<file path="src/rtl/uart_serial_port.sv">
// 8N1 UART endpoint between the processor's byte-serial MMIO port and an RX/TX line pair.
// Bytes written by the processor are queued and transmitted; received bytes are queued for reading.

module uart_fifo #(
   parameter int unsigned DEPTH = 8,
   parameter int unsigned WIDTH = 8
) (
   input  logic             clock,
   input  logic             reset,
   input  logic             push,
   input  logic [WIDTH-1:0] push_data,
   input  logic             pop,
   output logic [WIDTH-1:0] head,
   output logic             full,
   output logic             empty
);
   localparam int unsigned AW = $clog2(DEPTH);

   logic [WIDTH-1:0] mem [DEPTH];
   logic [AW:0]      wptr;
   logic [AW:0]      rptr;
   logic             do_push;
   logic             do_pop;

   // Extra pointer MSB tells full from empty when the index bits match.
   assign full    = (wptr[AW] != rptr[AW]) && (wptr[AW-1:0] == rptr[AW-1:0]);
   assign empty   = (wptr == rptr);
   assign do_push = push && !full;
   assign do_pop  = pop && !empty;
   assign head    = mem[rptr[AW-1:0]];

   always_ff @(posedge clock or posedge reset) begin
      if (reset) begin
         wptr <= '0;
         rptr <= '0;
      end else begin
         if (do_push) wptr <= wptr + {{AW{1'b0}}, 1'b1};
         if (do_pop)  rptr <= rptr + {{AW{1'b0}}, 1'b1};
      end
   end

   always_ff @(posedge clock) begin
      if (do_push) mem[wptr[AW-1:0]] <= push_data;
   end
endmodule

module uart_serial_port #(
   parameter int unsigned CLKS_PER_BIT = 16,
   parameter int unsigned FIFO_DEPTH   = 8
) (
   input  logic       clock,
   input  logic       reset,
   input  logic [7:0] wr_data_in,
   input  logic       wr_en_in,
   output logic       wr_ready_out,
   output logic [7:0] rd_data_out,
   output logic       rd_valid_out,
   input  logic       rd_en_in,
   input  logic       uart_rx_in,
   output logic       uart_tx_out,
   output logic       tx_busy_out,
   output logic       overrun_out,
   output logic       framing_err_out
);
   localparam int unsigned   CW       = $clog2(CLKS_PER_BIT);
   localparam logic [CW-1:0] CNT_LAST = CW'(CLKS_PER_BIT - 1);
   localparam logic [CW-1:0] CNT_HALF = CW'(CLKS_PER_BIT / 2 - 1);
   localparam logic [CW-1:0] CNT_ONE  = CW'(1);

   typedef enum logic [1:0] {TX_IDLE, TX_START, TX_DATA, TX_STOP} tx_state_t;
   typedef enum logic [1:0] {RX_IDLE, RX_START, RX_DATA, RX_STOP} rx_state_t;

   // ---------------- transmit path ----------------
   tx_state_t     tx_state, tx_state_nx;
   logic [CW-1:0] tx_cnt, tx_cnt_nx;
   logic [2:0]    tx_bit, tx_bit_nx;
   logic [7:0]    tx_shift, tx_shift_nx;
   logic          tx_line, tx_line_nx;
   logic          tx_pop;
   logic [7:0]    tx_head;
   logic          tx_full;
   logic          tx_empty;

   uart_fifo #(.DEPTH(FIFO_DEPTH), .WIDTH(8)) tx_fifo (
      .clock     (clock),
      .reset     (reset),
      .push      (wr_en_in),
      .push_data (wr_data_in),
      .pop       (tx_pop),
      .head      (tx_head),
      .full      (tx_full),
      .empty     (tx_empty)
   );

   always_ff @(posedge clock or posedge reset) begin
      if (reset) begin
         tx_state <= TX_IDLE;
         tx_cnt   <= '0;
         tx_bit   <= '0;
         tx_shift <= '0;
         tx_line  <= 1'b1;
      end else begin
         tx_state <= tx_state_nx;
         tx_cnt   <= tx_cnt_nx;
         tx_bit   <= tx_bit_nx;
         tx_shift <= tx_shift_nx;
         tx_line  <= tx_line_nx;
      end
   end

   always_comb begin
      tx_state_nx = tx_state;
      tx_cnt_nx   = tx_cnt;
      tx_bit_nx   = tx_bit;
      tx_shift_nx = tx_shift;
      tx_line_nx  = tx_line;
      tx_pop      = 1'b0;
      case (tx_state)
         TX_IDLE: begin
            tx_line_nx = 1'b1;
            if (!tx_empty) begin
               tx_pop      = 1'b1;
               tx_shift_nx = tx_head;
               tx_cnt_nx   = '0;
               tx_line_nx  = 1'b0;
               tx_state_nx = TX_START;
            end
         end
         TX_START: begin
            if (tx_cnt == CNT_LAST) begin
               tx_cnt_nx   = '0;
               tx_bit_nx   = '0;
               tx_line_nx  = tx_shift[0];
               tx_state_nx = TX_DATA;
            end else begin
               tx_cnt_nx = tx_cnt + CNT_ONE;
            end
         end
         TX_DATA: begin
            if (tx_cnt == CNT_LAST) begin
               tx_cnt_nx = '0;
               if (tx_bit == 3'd7) begin
                  tx_line_nx  = 1'b1;
                  tx_state_nx = TX_STOP;
               end else begin
                  tx_bit_nx   = tx_bit + 3'd1;
                  tx_shift_nx = {1'b0, tx_shift[7:1]};
                  tx_line_nx  = tx_shift[1];
               end
            end else begin
               tx_cnt_nx = tx_cnt + CNT_ONE;
            end
         end
         TX_STOP: begin
            if (tx_cnt == CNT_LAST) begin
               tx_cnt_nx = '0;
               // Chain straight into the next start bit so queued frames leave no idle gap.
               if (!tx_empty) begin
                  tx_pop      = 1'b1;
                  tx_shift_nx = tx_head;
                  tx_line_nx  = 1'b0;
                  tx_state_nx = TX_START;
               end else begin
                  tx_line_nx  = 1'b1;
                  tx_state_nx = TX_IDLE;
               end
            end else begin
               tx_cnt_nx = tx_cnt + CNT_ONE;
            end
         end
         default: begin
            tx_line_nx  = 1'b1;
            tx_state_nx = TX_IDLE;
         end
      endcase
   end

   assign uart_tx_out  = tx_line;
   assign wr_ready_out = !tx_full;
   assign tx_busy_out  = (tx_state != TX_IDLE) || !tx_empty;

   // ---------------- receive path ----------------
   rx_state_t     rx_state, rx_state_nx;
   logic [CW-1:0] rx_cnt, rx_cnt_nx;
   logic [2:0]    rx_bit, rx_bit_nx;
   logic [7:0]    rx_shift, rx_shift_nx;
   logic          rx_s1, rx_s2, rx_d;
   logic          rx_push;
   logic          overrun, overrun_nx;
   logic          framing, framing_nx;
   logic [7:0]    rx_head;
   logic          rx_full;
   logic          rx_empty;

   uart_fifo #(.DEPTH(FIFO_DEPTH), .WIDTH(8)) rx_fifo (
      .clock     (clock),
      .reset     (reset),
      .push      (rx_push),
      .push_data (rx_shift),
      .pop       (rd_en_in),
      .head      (rx_head),
      .full      (rx_full),
      .empty     (rx_empty)
   );

   always_ff @(posedge clock or posedge reset) begin
      if (reset) begin
         rx_s1    <= 1'b1;
         rx_s2    <= 1'b1;
         rx_d     <= 1'b1;
         rx_state <= RX_IDLE;
         rx_cnt   <= '0;
         rx_bit   <= '0;
         rx_shift <= '0;
         overrun  <= 1'b0;
         framing  <= 1'b0;
      end else begin
         rx_s1    <= uart_rx_in;
         rx_s2    <= rx_s1;
         rx_d     <= rx_s2;
         rx_state <= rx_state_nx;
         rx_cnt   <= rx_cnt_nx;
         rx_bit   <= rx_bit_nx;
         rx_shift <= rx_shift_nx;
         overrun  <= overrun_nx;
         framing  <= framing_nx;
      end
   end

   always_comb begin
      rx_state_nx = rx_state;
      rx_cnt_nx   = rx_cnt;
      rx_bit_nx   = rx_bit;
      rx_shift_nx = rx_shift;
      overrun_nx  = overrun;
      framing_nx  = framing;
      rx_push     = 1'b0;
      case (rx_state)
         RX_IDLE: begin
            // Arm only on a falling edge, so a line stuck low never retriggers.
            if (rx_d && !rx_s2) begin
               rx_cnt_nx   = '0;
               rx_state_nx = RX_START;
            end
         end
         RX_START: begin
            if (rx_cnt == CNT_HALF) begin
               rx_cnt_nx   = '0;
               rx_bit_nx   = '0;
               rx_state_nx = rx_s2 ? RX_IDLE : RX_DATA;
            end else begin
               rx_cnt_nx = rx_cnt + CNT_ONE;
            end
         end
         RX_DATA: begin
            if (rx_cnt == CNT_LAST) begin
               rx_cnt_nx   = '0;
               rx_shift_nx = {rx_s2, rx_shift[7:1]};
               if (rx_bit == 3'd7) rx_state_nx = RX_STOP;
               else                rx_bit_nx   = rx_bit + 3'd1;
            end else begin
               rx_cnt_nx = rx_cnt + CNT_ONE;
            end
         end
         RX_STOP: begin
            if (rx_cnt == CNT_LAST) begin
               rx_cnt_nx   = '0;
               rx_state_nx = RX_IDLE;
               if (rx_s2) begin
                  rx_push = 1'b1;
                  if (rx_full) overrun_nx = 1'b1;
               end else begin
                  framing_nx = 1'b1;
               end
            end else begin
               rx_cnt_nx = rx_cnt + CNT_ONE;
            end
         end
         default: rx_state_nx = RX_IDLE;
      endcase
   end

   assign rd_valid_out    = !rx_empty;
   assign rd_data_out     = rx_empty ? '0 : rx_head;
   assign overrun_out     = overrun;
   assign framing_err_out = framing;
endmodule

</file>
<file path="config.mk">
export PLATFORM = sky130hd
export DESIGN_NAME = uart_serial_port
export DESIGN_NICKNAME = d
export VERILOG_FILES = /design/src/rtl/uart_serial_port.sv
export SDC_FILE = /design/constraint.sdc
export NUM_CORES = 1
export LEC_CHECK = 0
export CORE_MARGIN = 3
export CORE_UTILIZATION = 55
export CTS_CLUSTER_SIZE = 25
export DETAILED_ROUTE_END_ITERATION = 10
export PLACE_DENSITY = 0.73
export SKIP_LAST_GASP = 1
export SYNTH_ARGS = -nofsm -noshare
export SYNTH_HDL_FRONTEND = slang
export SYNTH_SLANG_ARGS = --single-unit
</file>
<file path="constraint.sdc">
create_clock -name clock -period 2.4 [get_ports clock]
set_clock_uncertainty 0.1 [all_clocks]
set_input_delay 0.24 -clock clock [delete_from_list [all_inputs] [get_ports clock]]
set_output_delay 0.24 -clock clock [all_outputs]
set_load 0.02 [all_outputs]
</file>
==> impl_metrics.py <==
metrics = {
    "routing": {
        "firstDrtPassIters": 4,
        "drc_errors": 0,
        "wl_per_cell_um": 19.8,
        "routed_wl_um": 14500,
        "vias_per_cell": 5.90,
        "ant_nets": 0,
        "vias": 4300,
        "drtIter0Drc": 396,
    },
    "timing": {
        "fin_crit_sh_pct": 101,
        "slew_viol_final": 0,
        "grt_setup_unrepaired": "yes",
        "finalHoldViolCount": 0,
        "finalSetupTns_ns": -0.0345,
        "min_period_ns": 2.43,
        "whs_ns": 0.0875,
        "fmaxAchievable_mhz": 412,
        "relSlewSlack_pct": 38.5,
        "tightest_slew_ns": 0.920,
        "fin_ws_ns": -0.0281,
        "setup_viol": 2,
    },
    "critical_path": {
        "crit_path_end": "rd_data_out[0]",
        "reg2reg_depth": 4,
        "cp-end-kind": "primary output",
        "arrival_ns": 2.09,
        "reg2reg_to": "tx_fifo.mem[3][2]",
        "r2r_slack_ns": 0.19,
        "required_ns": 2.06,
        "worstSetupStartpointType": "flop",
        "worstReg2RegStart": "tx_fifo.wptr[0]",
        "worst-path-max-fanout": 6,
        "cp-startpoint": "rx_fifo.rptr[0]",
        "crit_type": "flop to primary output",
    },
    "global_routing": {
        "track_usage_pct": 19.6,
        "grt_pass1_wl_um": 23700,
        "grt.overflow.total": 0,
        "grt_pass1_vias": 4424,
        "antenna_found_initial": 0,
        "grt_max_degree": 57,
    },
    "final_layout": {
        "utilization_pct": 67.5,
        "drive_gt1_share_pct": 25.3,
        "final_cell_mix": "edfxtp_1 (128), dfrtp_1 (50), buf_4 (33)",
        "final_common_cell": "edfxtp_1",
        "fill_cells": 919,
        "syn_to_final_growth_pct": 17.3,
        "nets": 568,
        "antenna_cells": 0,
        "final_area_mm2": 0.00915,
    },
    "place": {
        "post-place-ws_ns": 0.0659,
        "place_congestion": 0.789,
        "dpl.hpwl_um": 9300,
        "port_buffers": 26,
        "placed_cell_area_mm2": 0.00847,
    },
    "floorplan": {
        "initial_utilization_pct": 57.5,
        "core_area_mm2": 0.0136,
        "rows": 42,
        "dieArea_mm2": 0.0156,
        "io_pins": 27,
        "die_h_um": 125,
        "die_width_um": 125,
    },
    "status": {
        "outcome": "finished, violations left",
        "violations": "setup timing",
    },
    "yosys": {
        "syn-num-nets": 505,
        "yosys_warnings": 0,
        "synth_cells": 477,
        "syn-cell-area_mm2": 0.00780,
        "yosysSeqAreaShare_pct": 67.3,
        "synth_ff_type": "edfxtp_1",
        "ys_types": 52,
        "async_flop_share_pct": 30.4,
        "synth-seq-cells": 184,
        "synth.avg_cell_area_um2": 16.3,
        "synth_edf_count": 128,
    },
    "clock_tree": {
        "cts-buffers-inserted": 17,
        "cts_root_buf": "clkbuf_16",
        "clkTransAtPathRegs_ns": 0.07,
        "cts_hold_buf": 0,
        "clk_latency_ns": 0.43,
        "cts_buffer_depth": 2,
        "h-tree-depth": 4,
        "cts_tree": "built",
        "clock-sinks": 184,
    },
    "job": {
        "drv_cap": 0,
    },
    "min_path": {
        "hold_path_class": "primary input to asynchronous set/reset pin",
    },
    "pwr": {
        "powerDensity_mw_per_mm2": 1200,
        "power.leakage_nw": 3.42,
        "ir_worst_vdd_v": 0.000706,
    },
}
==> cells in the mapped netlist (2+ instances only) <==
cell type / n / share of area, %
a211oi_1: 8 / 0.77
and3_1: 6 / 0.48
nand4_1: 4 / 0.32
a21oi_1: 2 / 0.13
a22oi_1: 5 / 0.48
mux2_2: 17 / 2.5
ha_1: 15 / 2.4
nand2b_1: 7 / 0.56
a21o_1: 4 / 0.39
mux4_1: 6 / 2.0
nor2_1: 28 / 1.3
nor3_1: 10 / 0.64
a22o_1: 8 / 0.90
xnor2_1: 16 / 1.8
o2bb2ai_1: 5 / 0.56
nor2b_1: 6 / 0.48
mux4_2: 26 / 7.5
buf_2: 10 / 0.64
clkbuf_1: 9 / 0.43
xor2_1: 9 / 1.0
mux2i_1: 11 / 1.4
dfstp_2: 4 / 1.3
nor4_1: 2 / 0.16
nand2_1: 17 / 0.82
a32o_1: 2 / 0.26
nor3_2: 2 / 0.26
nand3_1: 16 / 1.0
dfrtp_1: 52 / 17
edfxtp_1: 128 / 49
o21ai_0: 11 / 0.71
inv_1: 10 / 0.48
==> final cells by class <==
type / count / area (µm²) / share of cell area, %
repair buffers: 65 / 594 / 6.50
multi-input cells: 262 / 2430 / 26.6
inverters: 10 / 37.5 / 0.410
clock buffers: 17 / 425 / 4.65
clock inverters: 15 / 185 / 2.02
flip-flops and latches: 184 / 5250 / 57.4
well taps: 176 / 220 / 2.41
==> metal layers <==
layer | track usage [%] | part of all wire [%] | routed length, µm | up-vias
met4 | 7.84 | 1.7 | 247 | 0
met1 | 25.0 | 42 | 6030 | 2209
li1 | - | - | - | 1975
met2 | 33.3 | 53 | 7630 | 97
met3 | 4.09 | 3.9 | 557 | 19
met5 | 0 | 0 | 0 | -
==> flip-flops by register name (all words and copies together) (netlist names), named ones only <==
register and count:
rx_bit 3, rx_cnt 4, rx_s1 1, tx_fifo.rptr 4, rx_shift 8, tx_shift 8, overrun_out 1, rx_state 1
rx_d 1, tx_fifo.mem 64, rx_fifo.mem 64, tx_state 2, tx_cnt 4, rx_fifo.wptr 4, tx_bit 3, framing_err_out 1
rx_s2 1, tx_fifo.wptr 4, uart_tx_out 1, rx_fifo.rptr 4
==> kinds of logic after synthesis <==
kind of cell / synth area share [%]
fa+ha+maj: 2.41
xor+xnor: 2.81
flops: 67.3
compound gates: 5.39
buf+inv: 1.75
simple gates: 6.93
mux: 13.4
==> metrics by stage <==
stage,std cells,power (mW)
2_1_floorplan,477,6.94
3_3_place_gp,692,7.96
3_5_place_dp,692,8.13
4_1_cts,726,11.0
5_1_grt,729,11.6
6_report,729,11.0
==> where the power goes <==
group          total [mW]  internal [mW]  switching [mW]
Sequential           4.29           3.91           0.376
Combinational        3.88           1.91            1.97
Clock                2.84           1.58            1.26
==> critical path, stage by stage, from the launching register on <==
cell     delay (ns)
dfrtp_2        0.49
buf_8          0.17
buf_4          0.12
mux4_2         0.50
mux2i_1        0.14
nor2_1         0.07
buf_2          0.16
==> timing repair <==
action | 4_1_cts | 5_1_grt
hold endpoints to repair | 0 | 0
gates resized for setup | 24 | 18
setup endpoints to repair | 11 | 18
gates cloned | 1 | 0
buffers inserted | 1 | 3
==> worst min-delay path by stage <==
stage	end	startpoint	depth (start not counted)	slack [ns]
2_1_floorplan	rx_s1	uart_rx_in	0	0.14
3_3_place_gp	rx_s2	rx_s1	0	0.25
3_5_place_dp	rx_s2	rx_s1	0	0.25
4_1_cts	rx_cnt[0]	reset	3	0.1
5_1_grt	rx_s1	uart_rx_in	1	0.11
6_report	overrun_out	reset	3	0.09
(Power assumes the default switching activity.)
